===== config.mk =====
export PLATFORM = sky130hd
export DESIGN_NAME = freq_step_ctrl
export DESIGN_NICKNAME = d
export VERILOG_FILES = /design/src/rtl/freq_pkg.sv /design/src/rtl/key_debounce.sv /design/src/rtl/freq_step_ctrl.sv
export SDC_FILE = /design/constraint.sdc
export NUM_CORES = 1
export LEC_CHECK = 0
export BUFFER_PORTS_ARGS = -buffer_cell sky130_fd_sc_hd__buf_2
export CORE_MARGIN = 2
export CORE_UTILIZATION = 45
export DETAILED_ROUTE_END_ITERATION = 7
export HOLD_SLACK_MARGIN = 0.03
export PLACE_DENSITY = 0.69
export SYNTH_ARGS = -nofsm -noshare
export SYNTH_HDL_FRONTEND = slang
export SYNTH_SLANG_ARGS = --single-unit

===== constraint.sdc =====
create_clock -name clk_i -period 6.3 [get_ports clk_i]
set_clock_uncertainty 0.05 [all_clocks]
set_input_delay 0.315 -clock clk_i [delete_from_list [all_inputs] [get_ports clk_i]]
set_output_delay 0.315 -clock clk_i [all_outputs]
set_load 0.005 [all_outputs]

===== src/rtl/freq_pkg.sv =====
`default_nettype none
// +----------------------------------------------------------------------------+
// | Module      : freq_pkg                                                     |
// | Description : Shared definitions for the frequency-step controller and the |
// |               DDS tuning logic: FSM state encoding, native frequency-word  |
// |               width and the saturating add/sub helper.                     |
// | Revision    : 1.0 - initial release                                        |
// +----------------------------------------------------------------------------+
package freq_pkg;

    // Native frequency-word width. Users of sat_step with a narrower word
    // zero-extend into this width and truncate the result back.
    localparam int unsigned c_FREQ_W = 32;

    // Key-handling FSM states
    localparam logic [1:0] c_ST_IDLE   = 2'd0;
    localparam logic [1:0] c_ST_HOLD   = 2'd1;
    localparam logic [1:0] c_ST_REPEAT = 2'd2;
    localparam logic [1:0] c_ST_BOTH   = 2'd3;

    // Saturating step. The sum / bound is formed one bit wider than the word
    // so that cur+step can never wrap before it is compared with hi, and
    // lo+step can never wrap before it is compared with cur.
    function automatic logic [c_FREQ_W-1:0] sat_step(
        input logic [c_FREQ_W-1:0] cur,
        input logic [c_FREQ_W-1:0] step,
        input logic [c_FREQ_W-1:0] lo,
        input logic [c_FREQ_W-1:0] hi,
        input logic                up
    );
        logic [c_FREQ_W:0]   w_wide;
        logic [c_FREQ_W-1:0] w_res;
        if (up) begin
            w_wide = {1'b0, cur} + {1'b0, step};
            w_res  = (w_wide > {1'b0, hi}) ? hi : w_wide[c_FREQ_W-1:0];
        end else begin
            w_wide = {1'b0, lo} + {1'b0, step};
            w_res  = ({1'b0, cur} < w_wide) ? lo : (cur - step);
        end
        return w_res;
    endfunction

endpackage
`default_nettype wire


===== src/rtl/key_debounce.sv =====
`default_nettype none
// +----------------------------------------------------------------------------+
// | Module      : key_debounce                                                 |
// | Description : Two-flop synchroniser followed by a counting debouncer for   |
// |               one raw active-low push-button.                              |
// | Ports       : clk        - system clock                                    |
// |               rst        - synchronous active-high reset                   |
// |               i_key_n    - raw asynchronous key, low = pressed             |
// |               o_pressed  - debounced key state, high = pressed             |
// | Revision    : 1.0 - initial release                                        |
// +----------------------------------------------------------------------------+
module key_debounce #(
    parameter int DEBOUNCE_CYCLES = 1_000_000
) (
    input  logic clk,
    input  logic rst,
    input  logic i_key_n,
    output logic o_pressed
);

    localparam int c_CNT_W = (DEBOUNCE_CYCLES > 1) ? $clog2(DEBOUNCE_CYCLES) : 1;
    localparam logic [c_CNT_W-1:0] c_CNT_LAST = c_CNT_W'(DEBOUNCE_CYCLES - 1);

    logic [1:0]         r_sync;
    logic               r_level;   // debounced raw level, 1 = released
    logic [c_CNT_W-1:0] r_cnt;

    always_ff @(posedge clk) begin
        if (rst) begin
            r_sync  <= 2'b11;
            r_level <= 1'b1;
            r_cnt   <= '0;
        end else begin
            r_sync <= {r_sync[0], i_key_n};
            // Count consecutive cycles of disagreement; any agreement restarts.
            if (r_sync[1] == r_level) begin
                r_cnt <= '0;
            end else if (r_cnt == c_CNT_LAST) begin
                r_level <= r_sync[1];
                r_cnt   <= '0;
            end else begin
                r_cnt <= r_cnt + c_CNT_W'(1);
            end
        end
    end

    assign o_pressed = ~r_level;

endmodule
`default_nettype wire


===== src/rtl/freq_step_ctrl.sv =====
`default_nettype none
// +----------------------------------------------------------------------------+
// | Module      : freq_step_ctrl                                               |
// | Description : Two-key frequency selector. Debounced up/down keys step a    |
// |               saturating frequency word: single step on press, auto-repeat |
// |               on hold, coarse steps after sustained repeat, default value  |
// |               when both keys are pressed.                                  |
// | Ports       : clk_i           - system clock                               |
// |               rst_i           - synchronous active-high reset              |
// |               freq_up_key_i   - raw up key, active-low, asynchronous       |
// |               freq_down_key_i - raw down key, active-low, asynchronous     |
// |               frequency_o     - current frequency word                     |
// |               freq_upd_o      - one-cycle pulse when frequency_o changes   |
// |               at_limit_o      - frequency_o equals FREQ_MIN or FREQ_MAX    |
// |               fast_o          - coarse stepping active                     |
// | Revision    : 1.0 - initial release                                        |
// +----------------------------------------------------------------------------+
module freq_step_ctrl
    import freq_pkg::*;
#(
    parameter int FREQ_W          = c_FREQ_W,   // must not exceed c_FREQ_W
    parameter int FREQ_MIN        = 1,
    parameter int FREQ_MAX        = 10_000_000,
    parameter int FREQ_DEFAULT    = 1000,
    parameter int STEP_FINE       = 10,
    parameter int STEP_COARSE     = 1000,
    parameter int DEBOUNCE_CYCLES = 1_000_000,
    parameter int HOLD_CYCLES     = 25_000_000,
    parameter int REPEAT_CYCLES   = 5_000_000,
    parameter int ACCEL_REPEATS   = 8
) (
    input  logic              clk_i,
    input  logic              rst_i,
    input  logic              freq_up_key_i,
    input  logic              freq_down_key_i,
    output logic [FREQ_W-1:0] frequency_o,
    output logic              freq_upd_o,
    output logic              at_limit_o,
    output logic              fast_o
);

    localparam int c_HOLD_W = (HOLD_CYCLES > 1) ? $clog2(HOLD_CYCLES) : 1;
    localparam int c_REP_W  = (REPEAT_CYCLES > 1) ? $clog2(REPEAT_CYCLES) : 1;
    localparam int c_NREP_W = $clog2(ACCEL_REPEATS + 2);

    localparam logic [c_HOLD_W-1:0] c_HOLD_LAST = c_HOLD_W'(HOLD_CYCLES - 1);
    localparam logic [c_REP_W-1:0]  c_REP_LAST  = c_REP_W'(REPEAT_CYCLES - 1);
    localparam logic [c_NREP_W-1:0] c_NREP_ACC  = c_NREP_W'(ACCEL_REPEATS);
    localparam logic [c_NREP_W-1:0] c_NREP_SAT  = c_NREP_W'(ACCEL_REPEATS + 1);

    localparam logic [FREQ_W-1:0]   c_DEF_F = FREQ_W'(FREQ_DEFAULT);
    localparam logic [FREQ_W-1:0]   c_MIN_F = FREQ_W'(FREQ_MIN);
    localparam logic [FREQ_W-1:0]   c_MAX_F = FREQ_W'(FREQ_MAX);
    localparam logic [c_FREQ_W-1:0] c_MIN_X = c_FREQ_W'(FREQ_MIN);
    localparam logic [c_FREQ_W-1:0] c_MAX_X = c_FREQ_W'(FREQ_MAX);
    localparam logic [c_FREQ_W-1:0] c_FINE_X   = c_FREQ_W'(STEP_FINE);
    localparam logic [c_FREQ_W-1:0] c_COARSE_X = c_FREQ_W'(STEP_COARSE);

    logic w_up_pressed;
    logic w_dn_pressed;

    key_debounce #(
        .DEBOUNCE_CYCLES (DEBOUNCE_CYCLES)
    ) u_up_key (
        .clk       (clk_i),
        .rst       (rst_i),
        .i_key_n   (freq_up_key_i),
        .o_pressed (w_up_pressed)
    );

    key_debounce #(
        .DEBOUNCE_CYCLES (DEBOUNCE_CYCLES)
    ) u_dn_key (
        .clk       (clk_i),
        .rst       (rst_i),
        .i_key_n   (freq_down_key_i),
        .o_pressed (w_dn_pressed)
    );

    logic [1:0]          r_state;
    logic                r_dir;        // 1 = stepping up
    logic [c_HOLD_W-1:0] r_hold_cnt;
    logic [c_REP_W-1:0]  r_rep_cnt;
    logic [c_NREP_W-1:0] r_n_rep;      // auto-steps taken, saturates one past ACCEL_REPEATS
    logic [FREQ_W-1:0]   r_freq;
    logic                r_upd;

    logic [1:0]          w_state_nxt;
    logic                w_dir_nxt;
    logic [c_HOLD_W-1:0] w_hold_nxt;
    logic [c_REP_W-1:0]  w_rep_nxt;
    logic [c_NREP_W-1:0] w_nrep_nxt;
    logic [FREQ_W-1:0]   w_freq_nxt;
    logic                w_do_step;
    logic                w_coarse;
    logic                w_dir_pressed;
    logic                w_opp_pressed;
    logic [c_FREQ_W-1:0] w_freq_ext;
    logic [c_FREQ_W-1:0] w_step_ext;

    assign w_dir_pressed = r_dir ? w_up_pressed : w_dn_pressed;
    assign w_opp_pressed = r_dir ? w_dn_pressed : w_up_pressed;
    assign w_freq_ext    = c_FREQ_W'(r_freq);
    assign w_step_ext    = w_coarse ? c_COARSE_X : c_FINE_X;

    always_comb begin
        w_state_nxt = r_state;
        w_dir_nxt   = r_dir;
        w_hold_nxt  = r_hold_cnt;
        w_rep_nxt   = r_rep_cnt;
        w_nrep_nxt  = r_n_rep;
        w_freq_nxt  = r_freq;
        w_do_step   = 1'b0;
        w_coarse    = 1'b0;

        case (r_state)
            c_ST_IDLE: begin
                w_hold_nxt = '0;
                w_rep_nxt  = '0;
                w_nrep_nxt = '0;
                if (w_up_pressed && w_dn_pressed) begin
                    w_freq_nxt  = c_DEF_F;
                    w_state_nxt = c_ST_BOTH;
                end else if (w_up_pressed || w_dn_pressed) begin
                    w_do_step   = 1'b1;
                    w_dir_nxt   = w_up_pressed;
                    w_state_nxt = c_ST_HOLD;
                end
            end

            c_ST_HOLD: begin
                // The opposite key wins over release so a roll-over from one
                // key to the other is treated as a both-key press.
                if (w_opp_pressed) begin
                    w_freq_nxt  = c_DEF_F;
                    w_state_nxt = c_ST_BOTH;
                end else if (!w_dir_pressed) begin
                    w_state_nxt = c_ST_IDLE;
                end else if (r_hold_cnt == c_HOLD_LAST) begin
                    w_do_step   = 1'b1;
                    w_state_nxt = c_ST_REPEAT;
                    w_rep_nxt   = '0;
                    w_nrep_nxt  = c_NREP_W'(1);
                end else begin
                    w_hold_nxt = r_hold_cnt + c_HOLD_W'(1);
                end
            end

            c_ST_REPEAT: begin
                if (w_opp_pressed) begin
                    w_freq_nxt  = c_DEF_F;
                    w_state_nxt = c_ST_BOTH;
                end else if (!w_dir_pressed) begin
                    w_state_nxt = c_ST_IDLE;
                end else if (r_rep_cnt == c_REP_LAST) begin
                    w_do_step = 1'b1;
                    // This step is auto-step number r_n_rep+1; coarse once
                    // that number exceeds ACCEL_REPEATS.
                    w_coarse  = (r_n_rep >= c_NREP_ACC);
                    w_rep_nxt = '0;
                    if (r_n_rep != c_NREP_SAT) begin
                        w_nrep_nxt = r_n_rep + c_NREP_W'(1);
                    end
                end else begin
                    w_rep_nxt = r_rep_cnt + c_REP_W'(1);
                end
            end

            c_ST_BOTH: begin
                if (!w_up_pressed && !w_dn_pressed) begin
                    w_state_nxt = c_ST_IDLE;
                end
            end

            default: begin
                w_state_nxt = c_ST_IDLE;
            end
        endcase

        if (w_do_step) begin
            w_freq_nxt = FREQ_W'(sat_step(w_freq_ext, w_step_ext, c_MIN_X, c_MAX_X, w_dir_nxt));
        end
    end

    always_ff @(posedge clk_i) begin
        if (rst_i) begin
            r_state    <= c_ST_IDLE;
            r_dir      <= 1'b0;
            r_hold_cnt <= '0;
            r_rep_cnt  <= '0;
            r_n_rep    <= '0;
            r_freq     <= c_DEF_F;
            r_upd      <= 1'b0;
        end else begin
            r_state    <= w_state_nxt;
            r_dir      <= w_dir_nxt;
            r_hold_cnt <= w_hold_nxt;
            r_rep_cnt  <= w_rep_nxt;
            r_n_rep    <= w_nrep_nxt;
            r_freq     <= w_freq_nxt;
            // Pulse only on a real change: saturated steps and redundant
            // default loads stay silent.
            r_upd      <= (w_freq_nxt != r_freq);
        end
    end

    assign frequency_o = r_freq;
    assign freq_upd_o  = r_upd;
    assign at_limit_o  = (r_freq == c_MIN_F) || (r_freq == c_MAX_F);
    assign fast_o      = (r_state == c_ST_REPEAT) && (r_n_rep > c_NREP_ACC);

endmodule
`default_nettype wire


=== Word-level counts from Yosys, hierarchy flattened ===
Index checks and enable logic that the tools add are counted.
W data, S select, Z words.

* Logic and storage cells: 125
* Bits of input ports: 4
* Register bits after elaboration: 134
* Output and inout bits: 35

* Reduce and logical (&&, ||, !) cells: 17
* Equality and inequality tests: 25
* $lt $le $gt $ge: 4
* Bitwise operators: 4
* Mux-type cells: 54
* Add/subtract/negate cells: 8

{| class="wikitable"
|+ Operators with widths
! cell !! number
|-
| $mux W32 || 6
|-
| $mux W23 || 6
|-
| $mux W25 || 3
|-
| $pmux W23 S3 || 1
|-
| $pmux W32 S2 || 1
|-
| $pmux W25 S2 || 1
|-
| $add A20 B1 Y20 const B || 2
|-
| $eq A20 B20 Y1 const B || 2
|-
| $add A32 B10 Y33 || 1
|-
| $gt A33 B24 Y1 const B || 1
|-
| $eq A32 B1 Y1 const B || 1
|-
| $eq A32 B24 Y1 const B || 1
|-
| $lt A32 B11 Y1 || 1
|-
| $ne A32 B32 Y1 || 1
|-
| $sub A32 B10 Y32 || 1
|-
| $mux W4 || 7
|-
| $add A25 B1 Y25 const B || 1
|-
| $eq A25 B25 Y1 const B || 1
|-
| $add A23 B1 Y23 const B || 1
|-
| $eq A23 B23 Y1 const B || 1
|-
| $ne A2 B2 Y1 const B || 9
|-
| $mux W1 || 17
|-
| $mux W2 || 8
|-
| $pmux W4 S3 || 1
|-
| other kinds (24) || 37
|}

=== Depth between registers and ports, before layout ===
Gate-level depths: netlist of the first run.

* Depth after elaboration: 12
* Depth in mapped cells: 21
* Depth with buffers taken out: 18

=== Hierarchy ===
A second synthesis of the first run with hierarchy kept.

* Cell total of the unflattened synthesis: 1273
* Area, all modules: 9723.1 um^2

{| class="wikitable"
|+ Modules (own cells, without submodules)
! module !! cells an instance !! area each (um^2) !! sequential area each (um^2) !! instances
|-
| freq_step_ctrl || 1049 || 7668.6 || 1761.7 || 1
|-
| key_debounce (u_up_key) || 112 || 1032.2 || 460.4 || 1
|-
| key_debounce (u_dn_key) || 112 || 1022.2 || 460.4 || 1
|}

=== Worst setup path before layout of the first run ===
OpenSTA, ideal clock, no wires.

* Kind: register to register
* From: reg r_rep_cnt[7]
* To: reg r_upd, in the netlist freq_upd_o
* Path slack: 1.349 ns
* Required time: 6.105 ns
* Period minus slack after synthesis: 4.951 ns
* Cell stages (with the launch flop): 19
* Data arrival time: 4.757 ns
* Setup time: 0.145 ns
* Path buffers: 1
* Cell sequence: dfxtp_1 -> nor4b_1 -> nand3_1 -> nor3_1 -> nand4_1 -> ha_1 -> buf_2 -> nor4_1 -> a221oi_1 -> a31o_2 -> or4_1 -> xnor2_1 -> or4_4 -> nor3_2 -> nor3b_2 -> mux2_1 -> a2111oi_0 -> and4_1 -> a41oi_1

* Longest elaborated chain between the ends: 12
* Elaborated cells on any way between the ends: 20
* Those cells by class: add/sub (3); order compare (2); eq/ne (2); mux (13)

{| class="wikitable"
|+ RTL lines
! element !! RTL line !! RTL
|-
| start, declared || freq_step_ctrl.sv:83 || <nowiki>logic [c_REP_W-1:0] r_rep_cnt;</nowiki>
|-
| start signal, assigned || freq_step_ctrl.sv:198 || <nowiki>r_rep_cnt <= w_rep_nxt;</nowiki>
|-
| $eq A23 B23 Y1 * || freq_step_ctrl.sv:155 || <nowiki>end else if (r_rep_cnt == c_REP_LAST) begin</nowiki>
|-
| $mux W1 || freq_step_ctrl.sv:155 ||
|-
| $mux W1 || freq_step_ctrl.sv:153 || <nowiki>end else if (!w_dir_pressed) begin</nowiki>
|-
| $mux W1 || freq_step_ctrl.sv:150 || <nowiki>if (w_opp_pressed) begin</nowiki>
|-
| $mux W1 || freq_step_ctrl.sv:116 || <nowiki>case (r_state)</nowiki>
|-
| $mux W10 || freq_step_ctrl.sv:104 || <nowiki>assign w_step_ext = w_coarse ? c_COARSE_X : c_FINE_X;</nowiki>
|-
| $add A32 B10 Y33 / $add A1 B10 Y11 (equally long branches) || freq_pkg.sv:34, freq_pkg.sv:37 ||
|-
| $gt A33 B24 Y1 / $lt A32 B11 Y1 (equally long branches) || freq_pkg.sv:35, freq_pkg.sv:38 ||
|-
| $mux W32 (on tied branches) || freq_pkg.sv:35, freq_pkg.sv:38 ||
|-
| $mux W32 || freq_pkg.sv:33 || <nowiki>if (up) begin</nowiki>
|-
| $mux W32 * || freq_step_ctrl.sv:180 || <nowiki>if (w_do_step) begin</nowiki>
|-
| $ne A32 B32 Y1 * || freq_step_ctrl.sv:203 || <nowiki>r_upd <= (w_freq_nxt != r_freq);</nowiki>
|-
| end signal, assigned || freq_step_ctrl.sv:203 ||
|-
| end, declared || freq_step_ctrl.sv:86 || <nowiki>logic r_upd;</nowiki>
|}

Every way passes the cells marked *; elsewhere a longest branch is shown, timed or not.
A chain may end at the register's enable or synchronous reset.

=== Final worst setup path of the first run ===
* From: reg r_rep_cnt[11]
* To: reg r_upd, in the netlist freq_upd_o

Same word-level chain as after synthesis.

==> run_results.csv, run 1 <==
group,metric,value,unit
place,dp_hpwl,22.99,mm
timing,max_freq,171.7,MHz
grt,top_usage_layer,"met2",
setup_path,crit_arrival,6040,ps
floorplanning,start_util,45.68,%
timing,maxSlewViolCount,0,
run,maxCapViolations,0,
min_path,min_path_type,"reg -> reg",
route,wire_per_inst,20.12,µm
setup_path,critical_path_class,"reg -> reg",
setup_path,slowest_delay,600,ps
final_layout,diodes,0,
clocking,h-tree-depth,4,
synthesis,ys_ff_latch,134,
grt,grt_overflow,0,
grt,grt_pass1_vias,9250,
outcome,status,"finished, final reports clean",
setup_path,timing.rr.start,"r_rep_cnt[11]",
setup_path,r2r_end,"freq_upd_o",
setup_path,cp.required,6520,ps
synthesis,syn-num-nets,1329,
route,routed_wl,32.13,mm
clocking,clk_pin_slew,60,ps
synthesis,yosysSeqAreaShare,28.02,%
min_path,hold_depth,1,
setup_path,cp_num_buf_inv,2,
grt,antenna_found_initial,1,
final_layout,nets,1343,
route,route.detailed.drc,0,
floorplanning,die_w,149.9,µm
power_and_ir_drop,power,2.974,mW
clocking,cts_setup_buffers,0,
clocking,clockBufferDepth,2,
final_layout,fillers,2092,
grt,grt_max_degree,49,
floorplanning,fp.dieH,149.9,µm
synthesis,syn_area_per_cell,7.392,µm²
min_path,min_to,"u_up_key.r_sync[1]",
synthesis,synth_cell_types,91,
place,portBuffers,38,
clocking,cts_tree,"yes",
clocking,clockRootBuffer,"clkbuf_16",
timing,maxSlewHeadroom,39.43,%
floorplanning,coreArea,20960,µm²
final_layout,drive_above_1_share,10.67,%
power_and_ir_drop,powerDensity,279.3,nW/µm²
synthesis,synthCells,1295,
place,routabilityCongestion,1.048,
synthesis,yosysWarnings,0,
timing,fin_setup_tns,0,ps
route,drtAntennaViolNets,0,
setup_path,cp_max_fo,19,
synthesis,ys.flop_type,"dfxtp_1",
clocking,cts.sinks,134,
power_and_ir_drop,p_leak,3.787,nW
final_layout,finish.utilization,50.81,%
route,vias,10100,
final_layout,area_growth,11.23,%
grt,grt_pass1_wl,50.27,mm
route,first_pass_iters,6,
setup_path,cp-end-kind,"flip-flop",
timing,tightest_slew,908.6,ps
floorplanning,ioPinCount,39,
timing,grt_setup_unrepaired,"no",
synthesis,async_flop_share,0,%
timing,period_share,92.46,%
synthesis,syn-cell-area,9573,µm²
setup_path,cp_slowest_cell,"a221oi_2",
setup_path,crit_path_cell_trace,"nor4b_1 > nand3_1 > nor3_1 > nand4_1 > buf_4 > inv_1 > ha_1 > nor2_1 > a221oi_2 > o2bb2ai_1 > nand3_1 > xor2_1 > nor2b_1 > a21boi_2 > o21ai_4 > and3_1 > a2111oi_0 > and4_1 > a41oi_1",
grt,met3_usage,7.561,%
setup_path,rrSetupSlack,470,ps
floorplanning,num_rows,53,
clocking,clk_latency,440,ps
grt,grt_use_met2,43.81,%
setup_path,critPathMostFrequentCell,"nand3_1",
route,drt_iter0_markers,1254,
route,via_per_inst,6.324,
setup_path,cp_num_cells,19,
floorplanning,dieArea,22460,µm²
setup_path,start_kind,"flip-flop",
timing,period_minus_slack,5825,ps
timing,setup_violations,0,
power_and_ir_drop,peakVddDrop,170.0,µV
grt,grt_use_met1,37.55,%
min_path,min_from,"u_up_key.r_sync[0]",
setup_path,cp_top_family,"compound AO/OA/AOI/OAI gates",
timing,hold_violations,0,
synthesis,synth_edf_count,0,
clocking,cts_buffers,17,
grt,track_usage,28.56,%
setup_path,reg2regPathDepth,19,
[synth_stat cells, types with 5 or more instances]
master,count,area [µm²]
and4_1,7,61.31
dfxtp_1,134,2683
clkbuf_1,56,210.2
o21ai_0,72,360.4
inv_1,41,153.9
buf_1,6,22.52
o22ai_1,6,37.54
mux2i_1,9,90.09
o21bai_1,6,45.04
a32oi_1,7,61.31
and4b_1,5,50.05
a31oi_1,18,112.6
nand2b_1,13,81.33
a211oi_1,8,60.06
and3_1,26,162.7
or4_1,9,67.56
nor4b_1,7,61.31
nand3_1,60,300.3
nand4_1,35,219.0
a31o_2,5,43.79
nor3b_1,7,52.55
a21o_1,8,60.06
o21ai_1,5,25.02
nand4b_1,6,52.55
o21a_1,6,45.04
a211o_1,8,70.07
and2_1,11,68.82
xor2_1,46,402.9
a21oi_1,84,420.4
ha_1,30,375.4
a311oi_1,6,52.55
or3_1,28,175.2
a22oi_1,8,60.06
o31ai_1,5,37.54
buf_2,9,45.04
nor3_1,44,220.2
or2_2,14,87.58
o211ai_1,13,97.59
xnor2_1,45,394.1
nor4_1,21,131.4
nand2_1,98,367.9
nor2_1,185,694.4
[cell families (layout without fill, tap and decap cells)]
kind of cell / Yosys count / in the layout / share of synthesized area [%]
adders and majority gates: 30 / 30 / 3.921
and+or+nand+nor: 598 / 598 / 32.04
DFF: 134 / 134 / 28.02
AOI/OAI and AO/OA: 316 / 316 / 21.85
muxes: 10 / 10 / 1.059
xor gates and xnor gates: 91 / 91 / 8.326
buffers and inverters: 116 / 143 / 4.784
[final cells by class]
class,count,area [µm²],share of cell area (%)
Tap cell,275,344.1,3.231
Timing Repair Buffer,69,427.9,4.019
Inverter,42,157.7,1.481
Multi-Input combinational cell,1045,6444,60.52
Clock buffer,21,480.5,4.512
Clock inverter,11,111.4,1.046
Sequential cell,134,2683,25.19
[per-layer routing]
| layer | vias up | wire [µm] |
|---|---|---|
| li1 | 4742 | - |
| met1 | 4667 | 13340 |
| met2 | 551 | 13850 |
| met3 | 137 | 3287 |
| met4 | 2 | 1632 |
| met5 | - | 8 |
[worst register-to-register path, delay by kind of cell, from the launching register on]
family          cells  cell delay, ps
compound gates      6            2160
xor+xnor            1             240
fa+ha+maj           1             360
buf+inv             2             400
flops               1             410
simple gates        9            2050
[how the worst max path moves through the flow]
| stage | start | endpoint | slack (ps) |
|---|---|---|---|
| 2_1_floorplan | r_rep_cnt[7] | freq_upd_o | 1350 |
| 3_3_place_gp | r_rep_cnt[7] | freq_upd_o | 640 |
| 3_5_place_dp | r_rep_cnt[15] | freq_upd_o | 480 |
| 4_1_cts | r_rep_cnt[15] | freq_upd_o | 460 |
| 5_1_grt | r_rep_cnt[11] | freq_upd_o | 110 |
| 6_report | r_rep_cnt[11] | freq_upd_o | 470 |
[through the flow]
stage	instance area (µm²)	hold slack (ps)	setup slack, ps	std cells
2_1_floorplan	9573	339.5	1349	1295
3_3_place_gp	10030	342.9	641.1	1563
3_5_place_dp	10030	349.9	477.9	1563
4_1_cts	10640	366.7	460.6	1597
5_1_grt	10650	396.5	107.0	1597
6_report	10650	363.6	474.9	1597
[cells in the final DEF (no fill, tap or decap), types with 30 or more instances in the layout]
| cell | instances |
|---|---|
| nor3_1 | 44 |
| buf_2 | 38 |
| xor2_1 | 46 |
| ha_1 | 30 |
| a21oi_1 | 83 |
| inv_1 | 41 |
| nor2_1 | 185 |
| nand4_1 | 35 |
| o21ai_0 | 72 |
| xnor2_1 | 45 |
| nand3_1 | 60 |
| dfxtp_1 | 134 |
| nand2_1 | 98 |
[power by group]
part | switching (mW) | internal, mW
registers | 0.0671 | 0.875
clock network | 0.425 | 0.592
logic | 0.667 | 0.348
total | 1.16 | 1.81
[state kept, by name (all words and copies together) (netlist names)]
name,flops
r_n_rep,4
u_up_key.r_cnt,20
r_rep_cnt,23
u_dn_key.r_level,1
r_state,2
frequency_o,32
u_up_key.r_sync,2
r_hold_cnt,25
u_dn_key.r_sync,2
r_dir,1
freq_upd_o,1
u_dn_key.r_cnt,20
u_up_key.r_level,1
[what timing repair did]
action | in CTS | in global routing
hold buffers | 2 | 0
resized for setup | 0 | 1
setup endpoints to repair | 0 | 1
hold endpoints to repair | 2 | 0
(Power assumes the default switching activity.)
==> run 2, diff against run 1 <==
Settings changed: CORE_UTILIZATION 45 to 25, PLACE_DENSITY 0.69 to 0.41.
==> run 2 against run 1 <==
  * Clock power rose by 7%
  * Combinational power barely moved
  * Total power rose by 3.0%
  * Highest routed layer is now met4
  * Die area rose by 78%
==> run_results.csv, run 2 (synthesis results as in run 1) <==
group,metric,value,unit
setup_path,cp.required,6540,ps
floorplanning,fp.dieH,199.7,µm
setup_path,timing.rr.start,"r_rep_cnt[7]",
power_and_ir_drop,power_frac_seq,30.4,%
clocking,cts_buffers,17,
timing,maxSlewHeadroom,38.53,%
grt,grt_max_degree,49,
floorplanning,num_rows,71,
power_and_ir_drop,p_leak,3.881,nW
timing,hold_violations,0,
place,routabilityCongestion,0.9681,
power_and_ir_drop,swShare,37.72,%
route,drt_iter0_markers,959,
clocking,clk_pin_slew,70,ps
route,route.detailed.drc,0,
place,portBuffers,38,
min_path,min_path_type,"reg -> reg",
clocking,cts_setup_buffers,0,
place,dp_hpwl,26.48,mm
setup_path,cp_max_fo,14,
setup_path,crit_start,"r_rep_cnt[7]",
power_and_ir_drop,peakVddDrop,198.5,µV
setup_path,crit_arrival,6090,ps
min_path,min_from,"u_up_key.r_sync[0]",
final_layout,diodes,0,
final_layout,nets,1357,
grt,grt_overflow,0,
clocking,cts.sinks,134,
final_layout,drive_above_1_share,11.75,%
final_layout,largest_reg_flops,32,
route,drtAntennaViolNets,0,
power_and_ir_drop,powerDensity,275.8,nW/µm²
place,dpl-instance-area,10430,µm²
timing,period_minus_slack,5857,ps
setup_path,cp-end-kind,"flip-flop",
power_and_ir_drop,p_clk_share,35.7,%
final_layout,final_cell_mix,"nor2_1 (185), dfxtp_1 (134), nand2_1 (98), a21oi_1 (82), o21ai_0 (72)",
floorplanning,ioPinCount,39,
route,wire_per_inst,19.60,µm
power_and_ir_drop,p_switching,1.156,mW
clocking,cts_tree,"yes",
route,vias,9864,
floorplanning,die_w,199.7,µm
grt,track_usage,18.42,%
floorplanning,start_util,25.42,%
route,via_per_inst,5.341,
timing,period_share,92.97,%
setup_path,critical_path_class,"reg -> reg",
timing,maxSlewViolCount,0,
timing,max_freq,170.7,MHz
timing,setup_violations,0,
grt,grt_pass1_vias,9420,
timing,fin_setup_tns,0,ps
run,maxCapViolations,0,
outcome,status,"finished, final reports clean",
clocking,clockRootBuffer,"clkbuf_16",
clocking,clk_latency,440,ps
final_layout,final_common_cell,"nor2_1",
power_and_ir_drop,internal_power,1.908,mW
floorplanning,coreArea,37670,µm²
setup_path,start_kind,"flip-flop",
route,first_pass_iters,6,
final_layout,multi_input_area,6459,µm²
timing,grt_setup_unrepaired,"no",
final_layout,fin_area,11110,µm²
final_layout,area_growth,16.05,%
grt,grt_pass1_wl,56.11,mm
route,routed_wl,36.21,mm
final_layout,fillers,4125,
floorplanning,dieArea,39870,µm²
power_and_ir_drop,power_frac_comb,33.8,%
clocking,clockBufferDepth,2,
clocking,h-tree-depth,4,
final_layout,ff_latch_area,2683,µm²
timing,tightest_slew,922.0,ps
grt,antenna_found_initial,1,
run 2: cell type report:
class	instances	area share, %
Timing Repair Buffer	83	4.798
Tap cell	511	5.755
Clock buffer	19	3.987
Sequential cell	134	24.15
Multi-Input combinational cell	1045	58.14
Inverter	42	1.419
Clock inverter	13	1.757
run 2: path summary, 6_finish.rpt:
check / endpoint / slack (ps) / depth (start not counted)
worst max-delay path: freq_upd_o / 440 / 19
worst min-delay path: u_up_key.r_sync[1] / 360 / 1
worst max register to register: freq_upd_o / 440 / 19
worst min register to register: u_up_key.r_sync[1] / 360 / 1
run 2: through the flow:
stage               power, mW  setup slack (ps)  hold slack [ps]  instances  util (%)
floorplan               1.599              1349            339.5       1295         -
global placement        1.982             433.7            346.9       1813     27.69
detailed placement      1.962             284.7            346.7       1813     27.69
CTS                     3.082             251.1            359.9       1847     29.43
global route            3.234             13.48            377.3       1847     29.49
finish                  3.064             443.2            360.6       1847     29.49
run 2: power groups by stage:
stage / logic, mW / clock network [mW] / registers [mW]
2_1_floorplan: 0.673 / 0 / 0.926
3_3_place_gp: 1.03 / 0 / 0.954
3_5_place_dp: 1.01 / 0 / 0.953
4_1_cts: 1.02 / 1.13 / 0.934
5_1_grt: 1.13 / 1.17 / 0.939
6_report: 1.04 / 1.09 / 0.932
run 2: timing repair:
action / CTS / global route
hold buffers: 2 / 0
setup endpoints to repair: 0 / 4
gates resized for setup: 0 / 5
endpoints found under the hold margin: 2 / 0
run 2: critical path, cell delays in order, from the launching register on:
cell and delay (ps):
dfxtp_1 360, nor4b_1 360, nand3_1 180, nor3_2 220, nand4_1 120, buf_4 190, ha_1 540, nand2_1 220
a21oi_1 300, a211o_1 310, nand2_1 440, nor2_1 550, o21ai_0 220, a31oi_1 240, o2111ai_1 140, nor4b_1 440
buf_4 190, nand4_1 90, nor4bb_1 360, a41oi_1 170
run 2: per-layer routing:
metal  GRT usage, %  routed length [µm]  vias up
met3          3.662                2226       75
met1          24.76               16720     4624
li1               -                   -     4784
met2          28.69               16010      381
met5              0                   0        -
met4          7.545                1251        0
==> run 3, diff against run 2 <==
Settings changed: CORE_UTILIZATION 25 to 50, PLACE_DENSITY 0.41 to 0.69.
==> run 3 against run 2 <==
  * Total power decreased by 5.8%
  * Critical path depth stayed put
  * Design area fell by 4.7%
  * Utilization is 27 points higher
  * Via count increased by 1.9%
  * Sequential cell count did not move
  * Combinational power fell by 5%
  * Critical path type unchanged
  * Critical endpoint unchanged
  * Largest power group is now combinational logic
  * Highest routed layer unchanged
==> run_results.csv, run 3 (synthesis results as in run 1) <==
group,metric,value,unit
outcome,status,"finished, final reports clean",
route,vias,10050,
floorplanning,die_w,142.4,µm
timing,period_share,92.53,%
route,first_pass_iters,8,
clocking,ctsResizeCount,0,
timing,tightest_slew,972.8,ps
final_layout,nets,1346,
final_layout,final_common_cell,"nor2_1",
timing,setup_violations,0,
power_and_ir_drop,peakVddDrop,204.8,µV
route,via_per_inst,6.445,
floorplanning,dieArea,20270,µm²
clocking,clockRootBuffer,"clkbuf_16",
grt,grt_pass1_vias,9238,
final_layout,final_cell_mix,"nor2_1 (185), dfxtp_1 (134), nand2_1 (98), a21oi_1 (83), o21ai_0 (72)",
route,route.detailed.drc,0,
clocking,clk_latency,430,ps
route,drt_iter0_markers,1061,
clocking,cts.sinks,134,
setup_path,critical_path_class,"reg -> reg",
timing,hold_violations,0,
grt,grt_pass1_wl,50.23,mm
clocking,cts_tree,"yes",
setup_path,cp_max_fo,12,
floorplanning,start_util,51.01,%
place,portBuffers,38,
place,routabilityCongestion,1.033,
timing,max_freq,171.5,MHz
setup_path,cp.required,6520,ps
timing,fin_setup_tns,0,ps
floorplanning,num_rows,50,
route,drtAntennaViolNets,0,
setup_path,start_kind,"flip-flop",
place,dp_hpwl,23.33,mm
run,maxCapViolations,0,
clocking,h-tree-depth,4,
final_layout,drive_above_1_share,10.79,%
clocking,cts_buffers,17,
grt,grt_overflow,0,
timing,maxSlewHeadroom,35.14,%
floorplanning,ioPinCount,39,
floorplanning,fp.dieH,142.4,µm
timing,period_minus_slack,5830,ps
grt,track_usage,31.52,%
setup_path,cp-end-kind,"flip-flop",
timing,worst_slack,470.4,ps
power_and_ir_drop,p_leak,3.784,nW
final_layout,area_growth,10.56,%
clocking,clk_pin_slew,70,ps
grt,antenna_found_initial,0,
setup_path,crit_arrival,6050,ps
power_and_ir_drop,powerDensity,272.8,nW/µm²
timing,hold_ws,39.26,ps
final_layout,diodes,0,
route,routed_wl,31.79,mm
timing,grt_setup_unrepaired,"no",
final_layout,largest_reg_flops,32,
min_path,min_path_type,"in -> reg",
grt,grt_max_degree,49,
clocking,clockBufferDepth,2,
floorplanning,coreArea,18770,µm²
route,wire_per_inst,20.39,µm
final_layout,fillers,1819,
timing,maxSlewViolCount,0,
place,dp_slack,314.1,ps
-- run 3: cell type report --
type	instances	area (µm²)	share of cell area, %
Sequential cell	134	2683	25.35
Inverter	42	157.7	1.490
Timing Repair Buffer	72	447.9	4.232
Clock buffer	20	446.7	4.220
Clock inverter	12	120.1	1.135
Tap cell	234	292.8	2.766
Multi-Input combinational cell	1045	6436	60.81
-- run 3: power by group --
part / switching (mW) / leakage [nW] / internal [mW]
Sequential: 0.0612 / 1.08 / 0.875
Combinational: 0.651 / 2.44 / 0.333
Clock: 0.406 / 0.266 / 0.560
-- run 3: routing by layer --
metal,vias up,track usage [%],part of all wire (%)
li1,4767,-,-
met1,4627,40.32,42
met2,517,49.28,44
met3,137,7.369,8.4
met4,0,16.88,5.6
met5,-,0,0
-- run 3: timing repair --
| action | in CTS | in global routing |
|---|---|---|
| hold endpoints to repair | 0 | 1 |
| endpoints found under the setup margin | 0 | 1 |
| buffers inserted | 0 | 2 |
| hold buffers | 0 | 1 |
-- run 3: path summary, 6_finish.rpt --
path	startpoint	cells past startpoint	endpoint	slack (ps)
min	freq_up_key_i	2	u_up_key.r_sync[0]	40
max	r_rep_cnt[7]	19	freq_upd_o	470
min reg2reg	u_dn_key.r_sync[0]	1	u_dn_key.r_sync[1]	360
max reg2reg	r_rep_cnt[7]	19	freq_upd_o	470
-- run 3: worst max-delay path, stage by stage (launching register included) --
cell	delay, ps
dfxtp_1	360
nor4b_1	330
nand3_1	170
nor3_1	300
nand4_1	140
buf_4	190
ha_1	430
nand2b_1	250
or4_1	670
a211o_1	370
a21oi_2	160
xnor2_1	90
or4_4	570
nor3_2	110
buf_4	220
nor3b_2	190
mux2_1	340
a2111oi_0	370
and4_1	250
a41oi_1	110
-- run 3: metrics by stage --
step | util (%) | instances | total power [mW] | cell area, µm²
2_1_floorplan | - | 1295 | 1.599 | 9573
3_3_place_gp | 53.24 | 1524 | 1.896 | 9992
3_5_place_dp | 53.24 | 1524 | 1.889 | 9992
4_1_cts | 56.26 | 1556 | 2.862 | 10560
5_1_grt | 56.39 | 1559 | 3.030 | 10580
6_report | 56.39 | 1559 | 2.887 | 10580
